File: config.mk
export PLATFORM = sky130hd
export DESIGN_NAME = z_core_reg_file_param
export DESIGN_NICKNAME = d
export VERILOG_FILES = /design/src/rtl/z_core_pkg.sv /design/src/rtl/z_core_reg_scoreboard.sv /design/src/rtl/z_core_reg_file_param.sv
export SDC_FILE = /design/constraint.sdc
export NUM_CORES = 1
export LEC_CHECK = 0
export BUFFER_PORTS_ARGS = -buffer_cell sky130_fd_sc_hd__buf_4
export CAP_MARGIN = 20
export CORE_UTILIZATION = 45
export DETAILED_ROUTE_END_ITERATION = 16
export HOLD_SLACK_MARGIN = 0.05
export SLEW_MARGIN = 20
export SYNTH_ARGS = -nofsm -noshare
export SYNTH_HDL_FRONTEND = slang
export SYNTH_HIERARCHICAL = 1
export SYNTH_SLANG_ARGS = --single-unit
File: constraint.sdc
create_clock -name clk -period 6.25 [get_ports clk]
set_clock_uncertainty 0.05 [all_clocks]
set_input_delay 0.625 -clock clk [delete_from_list [all_inputs] [get_ports clk]]
set_output_delay 0.625 -clock clk [all_outputs]
set_load 0.005 [all_outputs]
File: src/rtl/z_core_pkg.sv
// Shared types and helpers for the Z-Core integer register file.
// Latency: n/a (types and constant functions only).
// Backpressure: n/a.
package z_core_pkg;

  localparam int XLEN_DEFAULT = 32;

  typedef enum logic {
    CLEAR = 1'b0,
    READY = 1'b1
  } rf_state_t;

  function automatic int clog2(input int n);
    int r;
    r = 0;
    while ((1 << r) < n) r++;
    return r;
  endfunction

endpackage

File: src/rtl/z_core_reg_scoreboard.sv
// Pending-write scoreboard: one busy bit per register, set at issue, cleared at writeback.
// Latency: set/clear visible one cycle after the edge; write-cycle masking is combinational.
// Backpressure: none; flush clears every busy bit on the next edge.
module z_core_reg_scoreboard #(
  parameter int NREGS    = 32,
  parameter int NREAD    = 2,
  parameter int ZERO_REG = 1,
  parameter int BYPASS   = 1,
  localparam int AW      = z_core_pkg::clog2(NREGS)
) (
  input  logic                clk,
  input  logic                reset_n,
  input  logic                flush,
  input  logic                wr_vld,
  input  logic [AW-1:0]       wr_addr,
  input  logic                sb_vld,
  input  logic [AW-1:0]       sb_addr,
  input  logic [NREAD*AW-1:0] rs_addr,
  output logic [NREAD-1:0]    rs_busy
);

  logic [NREGS-1:0] busy;
  logic [NREGS-1:0] busy_nxt;

  // Set is applied after clear so a same-cycle issue to the written register stays busy.
  always_comb begin
    busy_nxt = busy;
    if (flush) begin
      busy_nxt = '0;
    end else begin
      if (wr_vld) busy_nxt[wr_addr] = 1'b0;
      if (sb_vld && !(ZERO_REG != 0 && sb_addr == '0)) busy_nxt[sb_addr] = 1'b1;
    end
  end

  always_ff @(posedge clk or negedge reset_n) begin
    if (!reset_n) busy <= '0;
    else          busy <= busy_nxt;
  end

  for (genvar i = 0; i < NREAD; i++) begin : g_busy
    logic [AW-1:0] addr;
    logic          wr_hit;
    assign addr       = rs_addr[i*AW +: AW];
    assign wr_hit     = (BYPASS != 0) && wr_vld && (wr_addr == addr);
    assign rs_busy[i] = busy[addr] & ~wr_hit;
  end

endmodule

File: src/rtl/z_core_reg_file_param.sv
// Parametrised integer register file with post-reset clear sequencer, bypass and scoreboard.
// Latency: reads combinational, writes on the rising edge; ready NREGS edges after reset/soft_clear.
// Backpressure: ready low gates writes and scoreboard sets; reads return zero until clear completes.
module z_core_reg_file_param
  import z_core_pkg::*;
#(
  parameter int XLEN     = XLEN_DEFAULT,
  parameter int NREGS    = 32,
  parameter int NREAD    = 2,
  parameter int ZERO_REG = 1,
  parameter int BYPASS   = 1,
  localparam int AW      = clog2(NREGS)
) (
  input  logic                  clk,
  input  logic                  reset_n,
  input  logic                  soft_clear,
  output logic                  ready,
  input  logic                  wr_en,
  input  logic [AW-1:0]         rd_addr,
  input  logic [XLEN-1:0]       rd_data,
  input  logic [NREAD*AW-1:0]   rs_addr,
  output logic [NREAD*XLEN-1:0] rs_data,
  output logic [NREAD-1:0]      rs_busy,
  input  logic                  sb_set,
  input  logic [AW-1:0]         sb_addr
);

  rf_state_t     state;
  rf_state_t     state_nxt;
  logic [AW-1:0] clr_ptr;
  logic [AW-1:0] clr_ptr_nxt;

  logic [XLEN-1:0] mem [NREGS];

  logic wr_vld;
  logic wr_store;
  logic sb_vld;
  logic flush;

  assign ready = (state == READY);

  // A soft_clear cycle drops any write or issue arriving alongside it.
  assign wr_vld   = ready & wr_en & ~soft_clear;
  assign wr_store = wr_vld & ~(ZERO_REG != 0 && rd_addr == '0);
  assign sb_vld   = ready & sb_set & ~soft_clear;
  assign flush    = ~ready | soft_clear;

  always_comb begin
    state_nxt   = state;
    clr_ptr_nxt = clr_ptr;
    case (state)
      CLEAR: begin
        if (soft_clear) begin
          clr_ptr_nxt = '0;
        end else if (clr_ptr == AW'(NREGS - 1)) begin
          state_nxt   = READY;
          clr_ptr_nxt = '0;
        end else begin
          clr_ptr_nxt = clr_ptr + 1'b1;
        end
      end
      READY: begin
        if (soft_clear) begin
          state_nxt   = CLEAR;
          clr_ptr_nxt = '0;
        end
      end
      default: begin
        state_nxt   = CLEAR;
        clr_ptr_nxt = '0;
      end
    endcase
  end

  always_ff @(posedge clk or negedge reset_n) begin
    if (!reset_n) begin
      state   <= CLEAR;
      clr_ptr <= '0;
    end else begin
      state   <= state_nxt;
      clr_ptr <= clr_ptr_nxt;
    end
  end

  // No reset on the array so it can map onto distributed RAM; the sequencer zeroes it instead.
  always_ff @(posedge clk) begin
    if (state == CLEAR)  mem[clr_ptr] <= '0;
    else if (wr_store)   mem[rd_addr] <= rd_data;
  end

  for (genvar i = 0; i < NREAD; i++) begin : g_rd
    logic [AW-1:0] addr;
    logic          zero_hit;
    logic          byp_hit;
    assign addr     = rs_addr[i*AW +: AW];
    assign zero_hit = (ZERO_REG != 0) && (addr == '0);
    assign byp_hit  = (BYPASS != 0) && wr_vld && (rd_addr == addr);
    assign rs_data[i*XLEN +: XLEN] = (!ready || zero_hit) ? '0 :
                                     byp_hit              ? rd_data :
                                                            mem[addr];
  end

  z_core_reg_scoreboard #(
    .NREGS    (NREGS),
    .NREAD    (NREAD),
    .ZERO_REG (ZERO_REG),
    .BYPASS   (BYPASS)
  ) u_sb (
    .clk     (clk),
    .reset_n (reset_n),
    .flush   (flush),
    .wr_vld  (wr_vld),
    .wr_addr (rd_addr),
    .sb_vld  (sb_vld),
    .sb_addr (sb_addr),
    .rs_addr (rs_addr),
    .rs_busy (rs_busy)
  );

endmodule

# Yosys cells after proc, flatten, opt, wreduce, memory -nomap -nowiden
# Memories as Yosys holds them, arrays and structs flattened.
# Cells that the tools add are included.
# totals
regBits,38
ramBits,1024
inputBits,57
out_inout_bits,67
elab_cells,76
memories,1
# memory_table
name,depth,width,read_ports,rd_ports_with_merged_regs,wr,line,rtl
mem,32,32,2,0,1,z_core_reg_file_param.sv:33,logic [XLEN-1:0] mem [NREGS];
# classes
add_sub_neg,1
order_cmp,6
eq_ne,4
mux,31
n_bitwise,16
n_reduce_logical,14
# op_table
operator,count
32-bit 2-to-1 mux,9
32-bit bitwise AND,1
32-bit NOT,1
32-bit bitwise OR,1
32-bit OR reduction,1
5-bit by 6-bit < comparator with 1-bit output (second input constant),4
5-bit logical NOT,4
5-bit 2-to-1 mux,4
1-bit 2-to-1 mux,12
1-bit binary-select mux with 5-bit select,2
1-bit demux with 5-bit select,2
5-bit equality test,2
5-bit by 1-bit greater-or-equal comparator with 1-bit output (second input constant),2
5-bit case mux with 2 select lines,1
1-bit bitwise AND,7
5-bit by 1-bit adder with 5-bit output (second input constant),1
5-bit equality test (second input constant),1
1-bit logical AND,5
1-bit NOT,5
1-bit logical NOT,2
1-bit logical OR,2
2-bit inequality test (second input constant),1
1-bit case mux with 2 select lines,1
1-bit bitwise OR,1

# Longest topological paths before layout
# Gate-level depths: netlist of the first run.
# depth
ltp_word,11
mapped_depth,8
ltp_nobuf,6

# Hierarchy
# Netlist of the first run, hierarchy kept.
# modules_own_cells
mod,instances,cells_per_inst,area_per_inst_um2,seq_area_each_um2
z_core_reg_file_param,1,2629,48507.8,30899.6
z_core_reg_scoreboard,1,230,2192.1,800.8

# Least setup slack after synthesis of the first run
# Ideal clock, no wire load.
# synth_path
path_type,input to register
start,input rd_addr[1]
end,memory mem[20][0] (netlist bit) (enable)
setup_ns,0.421
t_arrival_ns,3.284
t_required_ns,5.779
slack_ns,2.495
path_stages,7
n_path_buf,2
cell_sequence,clkbuf_1 -> or4_1 -> o21a_2 -> buf_6 -> nor2_4 -> a31oi_4 -> nor2_1
# synth_via
elab_chain_cells,8
word_cells_on_any_way,9
classes_between,5 x mux; 2 x bitwise; 2 x reduce/logical
# synth_lines
item,line,rtl
start: declaration,z_core_reg_file_param.sv:19,"input logic [AW-1:0] rd_addr,"
5-bit logical NOT,z_core_reg_file_param.sv:44,assign wr_store = wr_vld & ~(ZERO_REG != 0 && rd_addr == '0);
1-bit NOT,z_core_reg_file_param.sv:44,
1-bit bitwise AND,z_core_reg_file_param.sv:44,
1-bit 2-to-1 mux,z_core_reg_file_param.sv:88,else if (wr_store) mem[rd_addr] <= rd_data;
1-bit 2-to-1 mux,z_core_reg_file_param.sv:87,if (state == CLEAR) mem[clr_ptr] <= '0;
1-bit 2-to-1 mux (not written as such),z_core_reg_file_param.sv:88,
32-bit OR reduction (no line),-,
5-bit 2-to-1 mux (no line) or 1-bit 2-to-1 mux (tied branches),-,
end: declaration,z_core_reg_file_param.sv:33,
# Several ways; a longest one is shown, not always the timed one.

# Worst setup path after layout of the first run
# layout_path
start,"register state, in the netlist ready"
end,output rs_data[48]
# layout_via
elab_chain_cells,5
word_cells_on_any_way,7
classes_between,2 x mux; 2 x bitwise; 3 x reduce/logical
# layout_lines
item,line,rtl
start: declaration,z_core_reg_file_param.sv:28,rf_state_t state;
start signal: assignment,z_core_reg_file_param.sv:80,state <= state_nxt;
1-bit bitwise AND (2 in a row),z_core_reg_file_param.sv:43,assign wr_vld = ready & wr_en & ~soft_clear;
named net wr_vld,z_core_reg_file_param.sv:35,logic wr_vld;
1-bit logical AND,z_core_reg_file_param.sv:97,assign byp_hit = (BYPASS != 0) && wr_vld && (rd_addr == addr);
32-bit 2-to-1 mux,z_core_reg_file_param.sv:99,byp_hit ? rd_data :
32-bit 2-to-1 mux,z_core_reg_file_param.sv:98,assign rs_data[i*XLEN +: XLEN] = (!ready || zero_hit) ? '0 :
end: declaration,z_core_reg_file_param.sv:22,"output logic [NREAD*XLEN-1:0] rs_data,"
# The timed path passes the listed nets, and every way through them passes these cells.

==> results of run 1 <==
registers in the layout, indices dropped and copies added, names as in the netlist:
register / count
mem: 1024
u_sb/busy: 32
clr_ptr: 5
ready: 1
layout by cell type (no fill, tap or decap), types with 16 or more instances in the layout:
cell type  count
a22oi_1      192
a221oi_1     128
clkbuf_1      18
a211o_1       64
nand2_1       46
a21oi_1      163
and2_1        18
edfxtp_1    1024
nor2_4        39
buf_4        196
clkinv_2      26
dfrtp_1       38
o21ai_0       36
mux4_2       389
mux2i_1      270
o21bai_1      65
clkbuf_16    114
buf_12        16
clkinv_1      22
through the flow:
| stage | util, % | instance area [um^2] | total power [uW] |
|---|---|---|---|
| floorplan | - | 50700 | 8630 |
| global placement | 48.2 | 53500 | 8970 |
| detailed placement | 48.2 | 53500 | 8990 |
| CTS | 51.5 | 57200 | 15600 |
| global route | 51.5 | 57200 | 15900 |
| finish | 51.5 | 57200 | 15500 |
synth_stat cells (all sizes together), types with 3 or more instances:
| master | n |
|---|---|
| nand3 | 6 |
| o21ai | 36 |
| nor3 | 7 |
| o21bai | 65 |
| nor2b | 6 |
| and2 | 34 |
| and3 | 3 |
| nand4 | 3 |
| a221oi | 128 |
| and3b | 3 |
| dfrtp | 38 |
| xnor2 | 11 |
| o211ai | 3 |
| a22oi | 192 |
| clkbuf | 108 |
| a21oi | 163 |
| nor3b | 8 |
| xor2 | 8 |
| or3b | 3 |
| nor2 | 54 |
| inv | 10 |
| buf | 126 |
| a31oi | 5 |
| edfxtp | 1024 |
| mux2i | 270 |
| a211oi | 4 |
| mux4 | 396 |
| a211o | 64 |
| nor4 | 3 |
| nand3b | 11 |
| nand2 | 46 |
power by group through the flow:
| stage | Combinational [uW] | Clock [uW] | Sequential, uW |
|---|---|---|---|
| final | 1040 | 6640 | 7810 |
| after global routing | 1090 | 6950 | 7810 |
| after CTS | 1040 | 6710 | 7810 |
| after detailed placement | 1030 | 0 | 7960 |
| after global placement | 1030 | 0 | 7950 |
| after floorplan | 686 | 0 | 7940 |
kinds of logic (layout without fill, tap and decap cells):
family / count (synthesis) / count (layout)
flip-flops: 1062 / 1062
AO/OA/AOI/OAI: 671 / 671
multiplexers: 668 / 668
buffers and inverters: 245 / 434
AND/OR/NAND/NOR: 192 / 192
XOR/XNOR: 19 / 19
adder cells (fa/ha/maj): 2 / 2
area by class of cell:
cell class	count	area [um^2]
fill	8960	53900
sequential	1062	31700
multi-input combinational	1552	18100
clock buffer	133	2930
timing repair buffer	219	1880
tap	1488	1860
clock inverter	71	696
inverter	11	42.5
final timing paths:
path                                   startpoint                endpoint  slack, ns  cells after the start
min                                    sb_addr[1]  u_sb/busy[3]$_DFF_PN0_       0.19                      3
max reg2reg                       ready$_DFF_PN0_   mem[31][12]$_DFFE_PP_       1.89                      7
max                               ready$_DFF_PN0_             rs_data[48]       1.80                      8
min in group asynchronous                 reset_n  u_sb/busy[8]$_DFF_PN0_       0.37                      2
max in group asynchronous                 reset_n  u_sb/busy[5]$_DFF_PN0_       5.43                      2
min reg2reg                u_sb/busy[2]$_DFF_PN0_  u_sb/busy[2]$_DFF_PN0_       0.52                      2
worst register-to-register path, stage by stage (launching register included):
cell and delay (ns):
dfrtp_1 0.71, nand3b_2 0.26, clkinv_2 0.22, o21a_2 0.56, buf_4 0.49, a31oi_4 0.31
nor2_4 0.87, buf_4 0.52
routing by layer:
layer | part of all wire (%) | wire length (um) | vias to the layer above
li1 | - | - | 12500
met1 | 40 | 62300 | 16600
met2 | 48 | 76000 | 1777
met3 | 9.7 | 15300 | 269
met4 | 2.6 | 4170 | 0
met5 | 0 | 0 | -
==> results.yml, run 1 <==
setup_path:
  cp-end-kind: "output port"
  worstPathCellList: "nand3b_2, clkinv_2, nand4_2, o211ai_1, buf_4, a21oi_1, a211o_1, buf_4"
  cp_top_family: "buffers and inverters"
  cp.arrival_ns: 3.78
  path_buf_inv: 3
  cpPeakStageDelay_ns: 0.71
  critPathMaxFanout: 32
  criticalPathCategory: "reg -> out"
  critical_path_required_ns: 5.57
  cpMaxStageDelayCell: "dfrtp_1"
  cpMostUsedCell: "buf_4"
  cp-start-kind: "flip-flop"
power_and_ir_drop:
  seqPwrFrac_pct: 50.4
  power.density_nw_per_um2: 271
  switching_share_pct: 22.2
  p_leak_uw: 0.0205
  comb_power_share_pct: 6.7
  switching_power_uw: 3440
  peakVddDrop_mv: 0.217
  intPower_uw: 12000
  pwr-share-clk_pct: 42.9
flow_run:
  maxCapViolCount: 0
grt:
  grt_pass1_vias: 31600
  use_met2_pct: 44.5
  gr-total-overflow: 0
  grt_pass1_wl_um: 227000
  antenna_found_initial: 4
  grt_busiest_layer: "met2"
  met3_usage_pct: 5.02
  use_met1_pct: 39.2
  grt_max_degree: 112
  grt.total_usage_pct: 27.9
timing:
  hold_ws_ns: 0.189
  period_share_pct: 71.2
  setup_ws_ns: 1.80
  fin_tns_setup_ns: 0
  relSlewSlack_pct: 20.5
  hold_viol_final: 0
  drv_slew: 0
  timing.final.crit_period_ns: 4.45
  setup_viol: 0
  rsz0062_at_grt: "false"
  fmax_mhz: 225
  worst_pin_slew_ns: 1.19
drt:
  routed_via_density: 6.87
  ant_nets: 0
  wirelength_um: 158000
  drtIter0Drc: 4065
  dr.pass1.iters: 6
  vias: 31200
  routedWlPerCell_um: 34.8
  drc_errors: 0
synth:
  async_flop_share_pct: 3.58
  synth-seq-area-share_pct: 62.5
  syn-num-nets: 2918
  synth.area.top_cells: "edfxtp_1 61%, mux4_2 17%, mux2i_1 5.3%"
  synth_compound_area_share_pct: 9.59
  synthAdderAreaFrac_pct: 0.0494
  synth_top_family_by_area: "multiplexers"
  syn-instance-count: 2859
  ys_types: 58
  synthSimpleGateAreaFrac_pct: 2.01
  ys.flop_type: "edfxtp_1"
  ys_ff_latch: 1062
  yosys.area_share.xor_xnor_pct: 0.328
  synth_top_area_share_pct: 60.7
  avgSynthCellArea_um2: 17.7
  netlist_area_um2: 50700
  yosys.area.top_type: "edfxtp_1"
  synth_edf_count: 1024
  synth_warnings: 6
  synthMuxAreaShare_pct: 23.0
placed_design:
  dpl.cell_count: 4329
  port_buffers: 123
  post-place-ws_ns: 1.84
  dp_hpwl_um: 94700
  place.gp.congestion: 0.866
floorplanning:
  fp.dieW_um: 338
  fp.dieArea_um2: 114000
  start_util_pct: 45.6
  core-area_um2: 111000
  pin_count: 124
  rows: 122
  dieHeight_um: 338
cts:
  holdBufCountCts: 2
  root_buffer: "clkbuf_16"
  clock-sinks: 1062
  cts-resized-gates: 0
  cts_made_buffers: 110
  clk_pin_slew_ns: 0.06
  cts_tree: "built"
  post-cts-setup-buffers: 0
  clock_latency_ns: 0.71
  clockBufferDepth: 3
  htreeDepth: 3
min_path:
  hold_class: "in -> reg"
finish:
  area_delta_synth_final_pct: 12.9
  layout-drive-gt1-share_pct: 27.9
  final_nets: 3015
  diodes: 0
  layout.cells.non_filler: 4536
outcome:
  outcome: "completed"
Note: power is estimated with default switching activity, not from simulation.
==> run 2: changes to the inputs <==
- clock period: 6.25 -> 3.6 ns (I/O delays scaled with it)
==> run 2 against run 1 <==
Sequential cell count unchanged. Combinational power up 84%. Routed wire length up 4.2%. Global-route usage up 1.0 points. Die area unchanged. Power up 78%. Worst hold slack worse by 0.071 ns. Via count up 2.4%. Critical path type is now in -> out. Critical endpoint is now rs_data[44]. Largest cell class unchanged. Largest power group unchanged.
==> results.yml, run 2 (same netlist as run 1, synthesis figures left out) <==
finish:
  multi_input_area_um2: 18100
  fill_cells: 8840
  largest_reg_flops: 1024
  register_area_um2: 31700
  diodes: 0
  area_delta_synth_final_pct: 15.7
  final_cell_mix: "1024 x edfxtp_1, 389 x mux4_2, 270 x mux2i_1, 269 x buf_4, 192 x a22oi_1"
  layout_commonest_cell: "edfxtp_1"
  reg_top3: "mem: 1024 flops, u_sb/busy: 32 flops, clr_ptr: 5 flops"
  layout-drive-gt1-share_pct: 30.2
  final_nets: 3128
  top_register: "mem"
setup_path:
  cpPeakStageDelay_ns: 0.54
  r2r_setup_slack_ns: 0.67
  cp.arrival_ns: 3.11
  path_buf_inv: 6
  worstPathCellList: "dlygate4sd3_1, buf_4, nand3b_2, clkinv_2, nand4_2, o211ai_1, buf_4, clkbuf_16, a21oi_1, a211o_1, buf_4"
  cpMaxStageDelayCell: "dlygate4sd3_1"
  cpMostUsedCell: "buf_4"
  cp-end-kind: "output port"
  criticalPathCategory: "in -> out"
  cp-start-kind: "primary input"
  critical_path_required_ns: 3.19
  cp_top_family: "buffers and inverters"
  critPathMaxFanout: 16
floorplanning:
  fp.dieW_um: 338
  fp.dieArea_um2: 114000
  start_util_pct: 45.6
  dieHeight_um: 338
  rows: 122
  pin_count: 124
  core-area_um2: 111000
placed_design:
  post-place-ws_ns: 0.500
  dp_hpwl_um: 97500
  place.gp.congestion: 0.843
  port_buffers: 123
power_and_ir_drop:
  intPower_uw: 21400
  p_leak_uw: 0.0212
  switching_power_uw: 6200
  pwr-share-clk_pct: 43.9
  seqPwrFrac_pct: 49.1
  comb_power_share_pct: 6.9
  peakVddDrop_mv: 0.430
  power.density_nw_per_um2: 470
  switching_share_pct: 22.5
grt:
  antenna_found_initial: 3
  grt_pass1_wl_um: 234000
  gr-total-overflow: 0
  grt_max_degree: 69
  grt.total_usage_pct: 28.9
  grt_pass1_vias: 32600
timing:
  drv_slew: 0
  timing.final.crit_period_ns: 3.52
  period_share_pct: 97.7
  setup_viol: 0
  rsz0062_at_grt: "false"
  relSlewSlack_pct: 51.4
  setup_ws_ns: 0.0824
  worst_pin_slew_ns: 0.727
  hold_viol_final: 0
  fmax_mhz: 284
  fin_tns_setup_ns: 0
cts:
  clock-sinks: 1062
  htreeDepth: 3
  root_buffer: "clkbuf_16"
  cts_made_buffers: 111
  clock_latency_ns: 0.70
  cts_tree: "built"
  clockBufferDepth: 3
  clk_pin_slew_ns: 0.06
min_path:
  hold_class: "in -> async"
outcome:
  outcome: "completed"
drt:
  dr.pass1.iters: 7
  wirelength_um: 164000
  ant_nets: 0
  routedWlPerCell_um: 35.3
  vias: 31900
  drtIter0Drc: 4524
  routed_via_density: 6.85
  drc_errors: 0
flow_run:
  maxCapViolCount: 0
## run 2: changes by cell type in the layout (fill, tap and decap cells not counted), moves of 6 or more
cell,change
clkbuf_1,-6
and2_1,+14
dlygate4sd3_1,+10
buf_4,+73
bufinv_16,+6
buf_12,+28
clkinvlp_4,+7
and2_2,-13
## run 2: timing repair
| item | in CTS | in global routing |
|---|---|---|
| setup buffers | 0 | 1 |
| hold buffers | 12 | 0 |
| endpoints found under the hold margin | 72 | 0 |
| setup endpoints to repair | 0 | 5 |
| resized for setup | 0 | 3 |
## run 2: per-stage QoR
stage          instances  hold slack, ns  instance area, um^2  utilization (%)  power [uW]
4_1_cts             4653           0.107                58600             52.8       27700
3_3_place_gp        4430           0.294                54700             49.2       15700
2_1_floorplan       2859          0.0144                50700                -       15000
3_5_place_dp        4430           0.320                54700             49.2       15700
5_1_grt             4655           0.156                58700             52.8       28200
6_report            4655           0.118                58700             52.8       27600
## run 2: worst register-to-register path: stages (launching register included)
cell      delay (ns)
dfrtp_1         0.40
nand3b_2        0.20
clkinv_2        0.23
nand2_1         0.14
a21boi_0        0.43
nand2_1         0.40
nor2_4          0.21
buf_4           0.45
## run 2: final timing paths
check / startpoint / to / cells past startpoint
max: soft_clear / rs_data[44] / 11
min: reset_n / u_sb/busy[1]$_DFF_PN0_ / 2
max reg2reg: ready$_DFF_PN0_ / mem[2][10]$_DFFE_PP_ / 7
min reg2reg: u_sb/busy[0]$_DFF_PN0_ / u_sb/busy[0]$_DFF_PN0_ / 1
max in group asynchronous: reset_n / u_sb/busy[14]$_DFF_PN0_ / 2
min in group clk: rd_addr[3] / u_sb/busy[10]$_DFF_PN0_ / 4
## run 2: cell type report
cell class	count	area share, %
multi-input combinational	1552	30.8
clock inverter	86	1.68
clock buffer	125	4.90
inverter	11	0.0725
sequential	1062	54.0
timing repair buffer	331	5.32
tap	1488	3.17
## run 2: power by group through the flow
stage,Clock [uW],Combinational (uW),Sequential (uW)
global placement,0,1860,13800
global route,12700,1980,13600
floorplan,0,1190,13800
CTS,12200,1890,13500
finish,12100,1910,13500
detailed placement,0,1880,13800
## run 2: metal layers
metal	up-vias	global-route usage [%]	wire, um
li1	12700	-	-
met1	16800	40.5	64200
met2	2000	45.2	76800
met3	365	5.54	17400
met4	0	10.2	5950
met5	-	0	0
